[src/rtl/seven_seg_scan_driver.sv]
// Four-digit multiplexed seven-segment driver: slot counter, digit select, hex decode, guarded anodes.
// Optional blink gating is compiled in with BLINK_EN; without it the blink port is ignored.
module seven_seg_scan_driver #(
  parameter int REFRESH_DIV  = 100000,
  parameter int GUARD_CYCLES = 2,
  parameter int BLINK_DIV    = 25000000
) (
  input  logic       clk,
  input  logic       reset,
  input  logic       enable,
  input  logic [3:0] digit_mask,
  input  logic       blink,
  input  logic [3:0] y_in,
  output logic [1:0] ss,
  output logic [6:0] seg,
  output logic [3:0] an
);

  localparam int            TW        = (REFRESH_DIV > 1) ? $clog2(REFRESH_DIV) : 1;
  localparam logic [TW-1:0] TICK_LAST = TW'(REFRESH_DIV - 1);
  localparam logic [TW-1:0] GUARD     = TW'(GUARD_CYCLES);

  logic [TW-1:0] tick_q, tick_d;
  logic [1:0]    ss_q, ss_d;
  logic [6:0]    seg_q, seg_d;
  logic [3:0]    an_q, an_d;
  logic          blink_on;

`ifdef BLINK_EN
  localparam int            BW         = (BLINK_DIV > 1) ? $clog2(BLINK_DIV) : 1;
  localparam logic [BW-1:0] BLINK_LAST = BW'(BLINK_DIV - 1);

  logic [BW-1:0] bcnt_q, bcnt_d;
  logic          phase_q, phase_d;

  // Free-running: blink cadence is independent of enable.
  always_comb begin
    bcnt_d  = bcnt_q + BW'(1);
    phase_d = phase_q;
    if (bcnt_q == BLINK_LAST) begin
      bcnt_d  = '0;
      phase_d = ~phase_q;
    end
  end

  always_ff @(posedge clk) begin
    if (reset) begin
      bcnt_q  <= '0;
      phase_q <= 1'b1;
    end else begin
      bcnt_q  <= bcnt_d;
      phase_q <= phase_d;
    end
  end

  assign blink_on = ~blink | phase_q;
`else
  // Port retained for pin compatibility; the gate is permanently open.
  assign blink_on = blink | 1'b1;
`endif

  always_comb begin
    tick_d = tick_q;
    ss_d   = ss_q;
    if (enable) begin
      if (tick_q == TICK_LAST) begin
        tick_d = '0;
        ss_d   = ss_q + 2'd1;
      end else begin
        tick_d = tick_q + TW'(1);
      end
    end
  end

  always_comb begin
    case (y_in)
      4'h0:    seg_d = 7'b1000000;
      4'h1:    seg_d = 7'b1111001;
      4'h2:    seg_d = 7'b0100100;
      4'h3:    seg_d = 7'b0110000;
      4'h4:    seg_d = 7'b0011001;
      4'h5:    seg_d = 7'b0010010;
      4'h6:    seg_d = 7'b0000010;
      4'h7:    seg_d = 7'b1111000;
      4'h8:    seg_d = 7'b0000000;
      4'h9:    seg_d = 7'b0010000;
      4'hA:    seg_d = 7'b0001000;
      4'hB:    seg_d = 7'b0000011;
      4'hC:    seg_d = 7'b1000110;
      4'hD:    seg_d = 7'b0100001;
      4'hE:    seg_d = 7'b0000110;
      default: seg_d = 7'b0001110;
    endcase
  end

  // Guard window keeps anodes dark while seg settles on the new digit's code.
  always_comb begin
    an_d = 4'b1111;
    if (enable && (tick_q >= GUARD) && !digit_mask[ss_q] && blink_on) begin
      an_d = ~(4'b0001 << ss_q);
    end
  end

  always_ff @(posedge clk) begin
    if (reset) begin
      tick_q <= '0;
      ss_q   <= 2'd0;
      seg_q  <= 7'b1111111;
      an_q   <= 4'b1111;
    end else begin
      tick_q <= tick_d;
      ss_q   <= ss_d;
      seg_q  <= seg_d;
      an_q   <= an_d;
    end
  end

  assign ss  = ss_q;
  assign seg = seg_q;
  assign an  = an_q;

endmodule

[config.mk]
export PLATFORM = sky130hd
export DESIGN_NAME = seven_seg_scan_driver
export DESIGN_NICKNAME = d
export VERILOG_FILES = /design/src/rtl/seven_seg_scan_driver.sv
export SDC_FILE = /design/constraint.sdc
export NUM_CORES = 1
export LEC_CHECK = 0
export ABC_AREA = 1
export CORE_ASPECT_RATIO = 1.1
export CORE_MARGIN = 4
export CORE_UTILIZATION = 38
export CTS_CLUSTER_SIZE = 16
export DETAILED_ROUTE_END_ITERATION = 16
export GPL_ROUTABILITY_DRIVEN = 1
export PLACE_DENSITY = 0.67
export SLEW_MARGIN = 0
export SYNTH_ARGS = -nofsm -noshare
export SYNTH_HDL_FRONTEND = slang
export SYNTH_SLANG_ARGS = --single-unit
[constraint.sdc]
create_clock -name clk -period 2.2 [get_ports clk]
set_clock_uncertainty 0.05 [all_clocks]
set_input_delay 0.33 -clock clk [delete_from_list [all_inputs] [get_ports clk]]
set_output_delay 0.33 -clock clk [all_outputs]
set_load 0.05 [all_outputs]
==> results of run 1 <==
-- cells in the mapped netlist (all sizes together) --
library cell  number  area share (%)
o31ai              1            0.46
dfxtp             30              36
clkbuf             2             1.1
inv               27             6.1
nand3             25             8.3
nor2              47              12
nand4              2            0.76
o21bai             1            0.46
a21oi              8             2.4
xor2               7             3.7
xnor2              2             1.1
buf                3             1.1
and3               1            0.38
nand2             49              12
o211ai             4             1.8
a22oi              1            0.46
nor3               2            0.61
ha                12             9.1
o21ai              6             1.8
-- area by class of cell --
class	instances	area share (%)
clock buffers	7	4.280
clock inverters	1	0.2481
inverters	27	5.025
multi-input cells	168	45.29
flip-flops and latches	30	29.78
well taps	52	3.226
repair buffers	25	12.16
-- report_power, final --
part           switching (mW)  internal, mW  leakage [nW]
sequential            0.00864         0.559         0.245
combinational          0.0938        0.0596         0.554
clock                   0.193         0.251        0.0482
-- per-layer routing --
layer	vias to the layer above	track usage, %
met1	634	14.91
met3	9	3.660
met5	-	0
met4	0	7.519
li1	782	-
met2	24	21.52
-- cell usage in the layout (no fill, tap or decap), types with 2 or more instances in the layout --
cell,count
o211ai_1,4
nor3_1,2
nand2_1,45
o21ai_0,6
inv_2,2
nand2_2,4
dfxtp_1,30
buf_4,2
clkdlybuf4s50_1,23
nor2_2,4
ha_1,12
xor2_1,7
nand3_1,24
clkbuf_8,6
xnor2_1,2
nor2_1,41
a21oi_1,8
inv_1,25
nand4_1,2
nor2_4,2
-- flip-flops by register name, indices dropped and copies added (netlist names) --
name	count
seg	7
tick_q	17
an	4
ss	2
-- how the worst max path moves through the flow --
stage / start / slack [ns] / end
floorplan: ss[0]$_SDFFE_PP0P_ / 0.69 / ss[1]$_SDFFE_PP0P_
detailed placement: enable / 0.24 / tick_q[10]$_SDFFE_PP0P_
global route: ss[0]$_SDFFE_PP0P_ / 0.15 / ss[0]
finish: ss[0]$_SDFFE_PP0P_ / 0.21 / ss[0]
CTS: ss[0]$_SDFFE_PP0P_ / 0.19 / ss[0]
global placement: enable / 0.25 / tick_q[9]$_SDFFE_PP0P_
-- logic make-up (layout without fill, tap and decap cells) --
family | Yosys count | in the layout
flip-flops | 30 | 30
adder cells (fa/ha/maj) | 12 | 12
XOR/XNOR | 9 | 9
AND/OR/NAND/NOR | 126 | 126
buffers and inverters | 32 | 60
AO/OA/AOI/OAI | 21 | 21
-- per-stage QoR --
stage	hold slack [ns]	instances	utilization (%)	setup WS (ns)	area, um2
final	0.4813	310	49.39	0.2115	2017
after global placement	0.4723	302	47.15	0.2514	1926
after detailed placement	0.4700	302	47.15	0.2405	1926
after CTS	0.4797	310	49.39	0.1871	2017
after floorplan	0.4385	230	-	0.6906	1650
after global routing	0.5294	310	49.39	0.1506	2017
==> impl_results.md, run 1 <==
* Crit-path max FO at 8
* Detailed Routing Iterations Pass 1 at 4
* Share of layout cells above drive strength 1 at approximately 8.5%
* Layout area overhead at 22.21%
* Setup violators final at 0
* Fill count at 431
* Depth of the most critical reg-to-reg path at 7
* Critical path buffer and inverter count at 1
* R2R Setup Slk at roughly 0.78 ns
* Met3 WL post-DR at 142 um
* CP Launch Type: register
* Tmin final at 1.989 ns
* Die X-Extent at 70.84 um
* Clock tree root buffer cell: clkbuf_8
* Crit path kind: reg2out
* Clk slew on worst S/H paths at 0.06 ns
* Clock latency reported for the late side of the worst-skew pair at 0.28 ns
* PD cells at 577.8 mW/mm2
* Critical path arrival at about 1.6 ns
* Antenna violations before repair at 0
* Total GRT Usage at 13.07%
* Metal-1 WL at 1.505 mm
* Slew Viols, Final at 0
* Clock tree sinks at 30
* Vias in the first global route at ~1.3k
* DRC violations left at 0
* Stages on worst setup path at 1
* Syn Area/Cell at 7.175 um2
* Post-synthesis xor/xnor area fraction at 4.776%
* Initial core utilization at 40.41%
* Met2 wire length at about 1.5 mm
* Leakage at 0.8470 nW
* Syn nets at 254
* Final hold viol count at 0
* Main combinational cell family by area after synthesis: simple AND/OR/NAND/NOR gates
* TritonCTS clock tree: built
* Worst path required time at 1.82 ns
* Worst slew pin tran at 0.5030 ns
* Final period utilization at 90.39%
* Top sig layer: met4
* # Post-CTS Setup Buffers at 0
* FP Rows at 24
* Pin count of the biggest net entering global routing at 14
* Critical path, cell by cell: clkdlybuf4s50_1
* Flops & latches, synth at 30
* Synth Area in Compound Gates at 7.430%
* Outcome: completed
* Total number of vias at roughly 1.4k
* Net count, final at about 280
* Peak VDD IR at about 0.27 mV
* IO buf count at 23
* Sequential fraction of the synthesis area at 36.39%
* Area of the multi-input gates at ~910 um2
* Core area at 0.004084 mm2
* Setup TNS at 0 ns
* Adder-cell share of the synthesized area at 9.098%
* Via density at around 4.7
* CTS Buffer Depth at 2
* Hold Path End: tick_q[4]$_SDFFE_PP0P_
* Synth Instances at between 200 and 250
* Highest clock rate at 502.9 MHz
* Hold_sp: tick_q[4]$_SDFFE_PP0P_
* Worst hold path type: reg2reg
* Post-DP HPWL at 2.531 mm
* Multiplexer share of the synthesized area at 0%
* DR iter-0 viols at 55
* Antenna cells at 0
* Die area at 0.005462 mm2
* Die extent in y at 77.12 um
* CTS buffer count at 5
* Cts repair resizes at 0
* Crit path largest cell delay at 0.86 ns
* H-tree Lvls at 2
* First-pass GRT wire length at 5.651 mm
* Cts-stage hold buffer count at 0
* Post-synth cell types at 26
* Antenna-violating nets left at 0
* Storage cell area at around 600 um2
* Worst r2r dst: tick_q[10]$_SDFFE_PP0P_
* Maxcap violations at 0
* Worst path slowest cell: clkdlybuf4s50_1
* # IOs at 25
* Unrepaired setup endpoints after global routing: false
* Max-slew headroom at 66.36%
* Crit. End Element: output pin
* Routability cong. at 0.8491
* Crit-path leading delay family: buffers and inverters
* Pwr Total at approximately 1.2 mW
* Yosys warning count at 0
* Area share of and/or/nand/nor cells after synthesis at 34.04%
* Detailed-route wire length per cell at 10.59 um
* WHS Path Cells at 2
* Post-Synthesis Cell Area at 0.001650 mm2
* Routed WL at ~3.3 mm
* Overflow after GRT at 0
* R2R Path Start: tick_q[1]$_SDFFE_PP0P_
(Power assumes the default switching activity.)
==> run 2: changes to the inputs <==
--- a/config.mk
+++ b/config.mk
@@ -13,6 +13,7 @@
 export DETAILED_ROUTE_END_ITERATION = 16
 export GPL_ROUTABILITY_DRIVEN = 1
 export PLACE_DENSITY = 0.67
+export SKIP_CTS_REPAIR_TIMING = 1
 export SLEW_MARGIN = 0
 export SYNTH_ARGS = -nofsm -noshare
 export SYNTH_HDL_FRONTEND = slang
==> results of run 2 <==
Final layout, timing and power as in run 1 (identical DEF).
